## src/rtl/accum_sched_pkg.sv

```systemverilog
// Shared types and constants for the accumulator scheduler.
package accum_sched_pkg;

   typedef enum logic [1:0] {IDLE, SWITCH, FEED, DRAIN} sched_state_t;

   localparam logic CLKSEL_CLK1 = 1'b0;
   localparam logic CLKSEL_CLK2 = 1'b1;

endpackage

```

## src/rtl/accum_sched_rr_arb2.sv

```systemverilog
// Two-input round-robin arbiter; the priority pointer only moves on an explicit update.
module rr_arb2 (
   input  logic clk,
   input  logic reset,
   input  logic req0,
   input  logic req1,
   input  logic update,
   input  logic served,
   output logic gnt
);

   logic prio;

   always_ff @(posedge clk) begin
      if (!reset) begin
         prio <= 1'b0;
      end else if (update) begin
         prio <= ~served;
      end
   end

   // A lone requester always wins; the pointer only breaks ties.
   always_comb begin
      gnt = prio;
      if (req0 && !req1) begin
         gnt = 1'b0;
      end else if (req1 && !req0) begin
         gnt = 1'b1;
      end
   end

endmodule

```

## src/rtl/accum_sched.sv

```systemverilog
// Shares one clock-switched accumulator between two requesters: arbitrate,
// select the grantee's clock, stream a fixed-size burst, return the sum.
module accum_sched
   import accum_sched_pkg::*;
#(
   parameter int   p_width = 4,
   parameter int   p_nmsgs = 4,
   parameter logic p_clk0  = CLKSEL_CLK1,
   parameter logic p_clk1  = CLKSEL_CLK2
) (
   input  logic               clk,
   input  logic               reset,
   input  logic               in0_val,
   output logic               in0_rdy,
   input  logic [p_width-1:0] in0_msg,
   input  logic               in1_val,
   output logic               in1_rdy,
   input  logic [p_width-1:0] in1_msg,
   output logic               out0_val,
   input  logic               out0_rdy,
   output logic [p_width-1:0] out0_msg,
   output logic               out1_val,
   input  logic               out1_rdy,
   output logic [p_width-1:0] out1_msg,
   output logic               clksel_val,
   input  logic               clksel_rdy,
   output logic               clksel_msg,
   output logic               acc_req_val,
   input  logic               acc_req_rdy,
   output logic [p_width-1:0] acc_req_msg,
   input  logic               acc_resp_val,
   output logic               acc_resp_rdy,
   input  logic [p_width-1:0] acc_resp_msg,
   output logic               grant,
   output logic               busy
);

   localparam int CW = $clog2(p_nmsgs + 1);
   localparam logic [CW-1:0] CNT_LAST = CW'(p_nmsgs - 1);

   sched_state_t      state, state_nxt;
   logic [CW-1:0]     cnt;
   logic              grant_q, cur_sel, cur_vld;
   logic              arb_gnt, arb_sel, g_sel;
   logic              g_in_val, g_out_rdy;
   logic [p_width-1:0] g_in_msg;
   logic              sw_xfer, req_xfer, resp_xfer;

   rr_arb2 u_arb (
      .clk    (clk),
      .reset  (reset),
      .req0   (in0_val),
      .req1   (in1_val),
      .update (resp_xfer),
      .served (grant_q),
      .gnt    (arb_gnt)
   );

   assign arb_sel   = arb_gnt ? p_clk1 : p_clk0;
   assign g_sel     = grant_q ? p_clk1 : p_clk0;
   assign g_in_val  = grant_q ? in1_val : in0_val;
   assign g_in_msg  = grant_q ? in1_msg : in0_msg;
   assign g_out_rdy = grant_q ? out1_rdy : out0_rdy;

   // Transfer strobes are built from inputs and state only, never from the muxed outputs.
   assign sw_xfer   = (state == SWITCH) && clksel_rdy;
   assign req_xfer  = (state == FEED) && g_in_val && acc_req_rdy;
   assign resp_xfer = (state == DRAIN) && acc_resp_val && g_out_rdy;

   assign busy  = (state != IDLE);
   assign grant = grant_q;

   always_ff @(posedge clk) begin
      if (!reset) begin
         state   <= IDLE;
         cnt     <= '0;
         grant_q <= 1'b0;
         cur_sel <= CLKSEL_CLK1;
         cur_vld <= 1'b0;
      end else begin
         state <= state_nxt;
         if (state == IDLE && (in0_val || in1_val)) begin
            grant_q <= arb_gnt;
         end
         if (sw_xfer) begin
            cur_sel <= g_sel;
            cur_vld <= 1'b1;
         end
         if (req_xfer) begin
            cnt <= (cnt == CNT_LAST) ? '0 : cnt + CW'(1);
         end
      end
   end

   always_comb begin
      state_nxt    = state;
      in0_rdy      = 1'b0;
      in1_rdy      = 1'b0;
      out0_val     = 1'b0;
      out0_msg     = '0;
      out1_val     = 1'b0;
      out1_msg     = '0;
      clksel_val   = 1'b0;
      clksel_msg   = 1'b0;
      acc_req_val  = 1'b0;
      acc_req_msg  = '0;
      acc_resp_rdy = 1'b0;
      case (state)
         IDLE: begin
            // Skip the switch message when the accumulator already runs on the right clock.
            if (in0_val || in1_val) begin
               state_nxt = (cur_vld && arb_sel == cur_sel) ? FEED : SWITCH;
            end
         end
         SWITCH: begin
            clksel_val = 1'b1;
            clksel_msg = g_sel;
            if (sw_xfer) state_nxt = FEED;
         end
         FEED: begin
            acc_req_val = g_in_val;
            acc_req_msg = g_in_val ? g_in_msg : '0;
            if (grant_q) in1_rdy = acc_req_rdy;
            else         in0_rdy = acc_req_rdy;
            if (req_xfer && cnt == CNT_LAST) state_nxt = DRAIN;
         end
         DRAIN: begin
            acc_resp_rdy = g_out_rdy;
            if (grant_q) begin
               out1_val = acc_resp_val;
               out1_msg = acc_resp_val ? acc_resp_msg : '0;
            end else begin
               out0_val = acc_resp_val;
               out0_msg = acc_resp_val ? acc_resp_msg : '0;
            end
            if (resp_xfer) state_nxt = IDLE;
         end
         default: state_nxt = IDLE;
      endcase
   end

endmodule

```

## config.mk

```make
export PLATFORM = sky130hd
export DESIGN_NAME = accum_sched
export DESIGN_NICKNAME = d
export VERILOG_FILES = /design/src/rtl/accum_sched_pkg.sv /design/src/rtl/accum_sched_rr_arb2.sv /design/src/rtl/accum_sched.sv
export SDC_FILE = /design/constraint.sdc
export NUM_CORES = 1
export LEC_CHECK = 0
export ABC_CLOCK_PERIOD_IN_PS = 1500
export CAP_MARGIN = 20
export CORE_ASPECT_RATIO = 0.8
export CORE_MARGIN = 2
export CORE_UTILIZATION = 32
export DETAILED_ROUTE_END_ITERATION = 10
export GPL_TIMING_DRIVEN = 0
export PLACE_DENSITY = 0.75
export SLEW_MARGIN = 0
export SYNTH_ARGS = -nofsm -noshare
export SYNTH_HDL_FRONTEND = slang
export SYNTH_HIERARCHICAL = 1
export SYNTH_SLANG_ARGS = --single-unit
```

## constraint.sdc

```tcl
create_clock -name clk -period 1.5 [get_ports clk]
set_input_delay 0.225 -clock clk [delete_from_list [all_inputs] [get_ports clk]]
set_output_delay 0.225 -clock clk [all_outputs]
set_load 0.1 [all_outputs]
```

# --- After elaboration in Yosys (flattened, before gate mapping) ---
# Index checks and enable logic that the tools add are counted.
word_totals:
  wordCells: 66
  reg_bits: 9
  output_inout_bits: 22
op_classes:
  reduce_logical: 16
  eq_ne: 9
  add_sub_neg: 1
  mux: 33
  bitwise_logic: 1
ops:
  columns: ["cell", "n"]
  rows:
  - ["$mux 4", 8]
  - ["$mux 1", 18]
  - ["$logic_and 1x1->1", 10]
  - ["$mux 2", 5]
  - ["$pmux 2 s4", 1]
  - ["$eq 2x2->1 const B", 2]
  - ["$ne 2x1->1 const B", 2]
  - ["$ne 2x2->1 const B", 2]
  - ["$reduce_and 4->1", 1]
  - ["$add 3x1->3 const B", 1]
  - ["$eq 3x2->1 const B", 1]
  - ["$mux 3", 1]
  - ["$eq 2x1->1 const B", 1]
  - ["$logic_not 1->1", 2]
  - ["$logic_not 2->1", 1]
  - ["$reduce_bool 2->1", 1]
  - ["$eq 1x1->1", 1]
  - ["$logic_or 1x1->1", 1]
  - ["$not 1->1", 1]

# --- Logic depth before layout (Yosys ltp) ---
logic_depth:
  depth_word: 10
  depth_mapped: 6
  mapped_depth_nobuf: 6

# --- Modules after synthesis ---
# Netlist, hierarchy kept.
modules_own_cells:
  columns: ["mod", "area_per_inst_um2", "seq_area_each_um2", "instances", "cells_per_inst"]
  rows:
  - ["accum_sched", 645.6, 160.2, 1, 83]
  - ["rr_arb2", 48.8, 20.0, 1, 5]

# --- Worst setup path before layout ---
# OpenSTA, ideal clock, no wires.
synth_path:
  path_kind: "reg2out"
  start: "register grant_q (netlist: grant)"
  end: "output port out0_msg[0]"
  t_required_ns: 1.275
  setup_slack_ns: -2.047
  arrival_time_ns: 3.322
  path_stages_with_launch: 4
  cell_sequence: "dfxtp_1 -> buf_1 -> nor2_1 -> and2_1"
synth_between:
  elab_chain_len: 2
synth_lines:
  columns: ["element", "line_no", "source"]
  rows:
  - ["start, declared", "accum_sched.sv:43", "logic grant_q, cur_sel, cur_vld;"]
  - ["start signal, assigned", "accum_sched.sv:83", "grant_q <= arb_gnt;"]
  - ["$mux 4", "accum_sched.sv:129", "if (grant_q) begin"]
  - ["$mux 4", "accum_sched.sv:108", "case (state)"]
  - ["end, declared", "accum_sched.sv:21", "output logic [p_width-1:0] out0_msg,"]
# Every way passes these cells.

# --- Worst setup path in the final report ---
layout_path:
  start: "register grant_q (netlist: grant)"
  end: "output port acc_req_msg[3]"
layout_between:
  elab_chain_len: 3
layout_lines:
  columns: ["element", "line_no", "source"]
  rows:
  - ["$mux 4 or $mux 1 (tied branches)", "accum_sched.sv:62, accum_sched.sv:61", null]
  - ["$mux 4 (*)", "accum_sched.sv:122", "acc_req_msg = g_in_val ? g_in_msg : '0;"]
  - ["$mux 4 (*)", "accum_sched.sv:108", null]
  - ["end, declared", "accum_sched.sv:30", "output logic [p_width-1:0] acc_req_msg,"]
# Every way passes the cells marked *; elsewhere a longest branch is shown, timed or not.

==> results_dict.tcl <==
set metrics [dict create \
    clockPowerShare_pct 10.3 \
    grt_overflow 0 \
    synth_area_leaders "dfxtp_1 26%, mux2i_1 13%, ha_1 11%" \
    stdcell_area_mm2 0.00165 \
    netlist-cell-type-count 24 \
    cap_violations 0 \
    n_fill_cell 138 \
    hold_viol 0 \
    fin_nets 177 \
    worstPathCellList "buf_6 -> mux2i_1 -> nor2_4 -> buf_12" \
    synth_mux_area_share_pct 13.0 \
    drive_above_1_share_pct 52.3 \
    vias_per_cell 4.90 \
    grtUsageTotal_pct 18.4 \
    die_w_um 56.1 \
    path_clk_slew_ns 0.06 \
    cp_slowest_cell "dfxtp_4" \
    cellPowerDensity_mw_per_mm2 1080 \
    grt_pass1_vias 793 \
    p_sw_mw 0.882 \
    wl_met1_um 1090 \
    ios 43 \
    syn_nets 115 \
    required_ns 1.27 \
    syn_area_um2 694 \
    vdd_drop_max_mv 1.04 \
    p_comb_share_pct 71.3 \
    synth-seq-area-share_pct 25.9 \
    timing.hold.ws_ns 0.443 \
    hpwl_um 1680 \
    die_h_um 45.7 \
    cts_root_buf "clkbuf_4" \
    dr.pass1.iters 4 \
    clk-insertion-delay-late_ns 0.26 \
    antenna_left 0 \
    p_total_mw 1.79 \
    arrival_ns 1.48 \
    drt_iter0_markers 18 \
    gp_congestion 0.809 \
    cts_buffer_depth 2 \
    slew_headroom_pct 67.2 \
    maxSlewViolCount 0 \
    avgSynthCellArea_um2 7.89 \
    grt_pass1_wl_um 3620 \
    critPathKind "flop to output pin" \
    synth_compound_area_share_pct 13.2 \
    numCtsBuffers 3 \
    rsz0062_at_grt "yes" \
    setup_viol 21 \
    hold_path.class "flop to flop" \
    synthAdderAreaFrac_pct 12.4 \
    critPathMaxFanout 10 \
    power_frac_seq_pct 18.4 \
    critPathCaptureType "output pin" \
    synth_top_family_by_area "simple AND/OR/NAND/NOR gates" \
    fin_crit_sh_pct 114 \
    start_util_pct 33.0 \
    finClkSkew_ns 0.00357 \
    mostFrequentLayoutCells "17 x clkdlybuf4s50_1, 17 x buf_12, 14 x buf_4" \
    synth_simple_gate_area_share_pct 29.9 \
    syn_to_final_growth_pct 138 \
    wire_per_inst_um 15.1 \
    worst_slack_ns -0.206 \
    dr_wl_met2_um 1380 \
    grt_max_degree 11 \
    route.detailed.drc 0 \
    p_leak_nw 0.674 \
    swShare_pct 49.3 \
    period_needed_ns 1.71 \
    syn_inst 88 \
    num_rows 15 \
    synthXorXnorAreaFrac_pct 1.26 \
    fmax_ghz 0.586 \
    yosysTopAreaCell "dfxtp_1" \
    ys_warn_count 6 \
    cts_tree "built" \
    io_buffers 42 \
    antenna_found_initial 0 \
    die-area_mm2 0.00256 \
    vias 853 \
    highest_layer "met3" \
    violations "negative setup slack" \
    cp-start-kind "flop" \
    cp_slowest_stage_delay_ns 0.39 \
    core_area_mm2 0.00210 \
    status "finished with violations" \
    h-tree-depth 1 \
    place_area_mm2 0.00128 \
    met3_length_um 152 \
    drt_wl_total_um 2620 \
    worstMarginPinSlew_ns 0.495 \
    ys_seq_elements 9 \
    power.internal_mw 0.907 \
    cts-hold-fix-buffers 0 \
    diodes 0 \
    clock-sinks 9 \
    synthDominantCellAreaShare_pct 25.9 \
]
[routing by layer]
metal / track usage [%] / vias up
met5: 0 / -
met1: 22.7 / 403
met4: 5.24 / 0
met3: 5.68 / 0
met2: 31.8 / 29
li1: - / 421
[per-stage QoR]
step                setup TNS [ns]  util [%]  std cells  setup WS, ns
finish                       -1.94      78.6        174        -0.206
global route                 -3.20      78.6        174        -0.258
CTS                          -1.85      72.8        162        -0.179
detailed placement          -19.80      61.1        155         -1.12
global placement            -19.39      61.1        155         -1.12
floorplan                    -4.00         -         88        -0.334
[power by group through the flow]
stage               clock network, mW  logic (mW)  registers (mW)
finish                          0.183        1.28           0.330
global placement                    0       0.978           0.335
floorplan                           0       0.751           0.352
detailed placement                  0       0.988           0.336
global route                    0.209        1.35           0.335
CTS                             0.193        1.08           0.344
[cell families (layout without fill, tap and decap cells)]
logic type | count (synthesis) | count (layout)
simple gates | 41 | 41
flops | 9 | 9
compound gates | 13 | 13
fa+ha+maj | 7 | 7
mux | 9 | 9
buf+inv | 8 | 69
xor+xnor | 1 | 1
[state kept, by name, indices dropped and copies added (netlist names)]
register,flops
cnt,3
u_arb/prio,1
cur_sel,1
grant,1
cur_vld,1
state,2
[critical path, delay by kind of cell (launching register included)]
family        cells  cell delay [ns]
mux               1             0.38
simple gates      1             0.08
buf+inv           2             0.36
flops             1             0.39
[worst paths after layout]
path                          from               endpoint  slack [ns]  depth (start not counted)
max             grant$_SDFFE_PN0P_         acc_req_msg[3]       -0.21                          4
min            cnt[2]$_SDFFE_PN0P_    cnt[2]$_SDFFE_PN0P_        0.44                          2
max reg2reg  state[1]$_SDFFE_PN0P_  state[1]$_SDFFE_PN0P_       -0.02                          7
min reg2reg    cnt[2]$_SDFFE_PN0P_    cnt[2]$_SDFFE_PN0P_        0.44                          2
[final cells by class]
class | count | area, µm² | area share, %
Timing Repair Buffer | 57 | 703 | 42.6
Multi-Input combinational cell | 71 | 652 | 39.5
Sequential cell | 9 | 191 | 11.6
Inverter | 6 | 32.5 | 1.97
Tap cell | 25 | 31.3 | 1.89
Clock buffer | 4 | 26.3 | 1.59
Buffer | 2 | 15.0 | 0.909
[synth_stat cells]
cell type,count
xor2_1,1
ha_1,6
dfxtp_1,9
a21oi_1,2
o21ai_0,3
o311ai_0,1
o22ai_1,1
nand2_1,11
o221ai_1,1
and3_1,2
nor2_1,9
inv_1,6
a221o_1,1
o211a_1,1
buf_1,1
and2_1,9
nand3b_1,2
clkbuf_1,1
nand3_1,1
maj3_2,1
nand2b_1,3
nor2b_1,4
a21boi_0,3
mux2i_1,9
[repair_timing]
item                       in CTS  in global routing
gates resized for setup       191                  8
pin swaps                       8                  7
setup buffers                   3                 12
setup endpoints to repair      22                 22
Note: power is estimated with default switching activity, not from simulation.
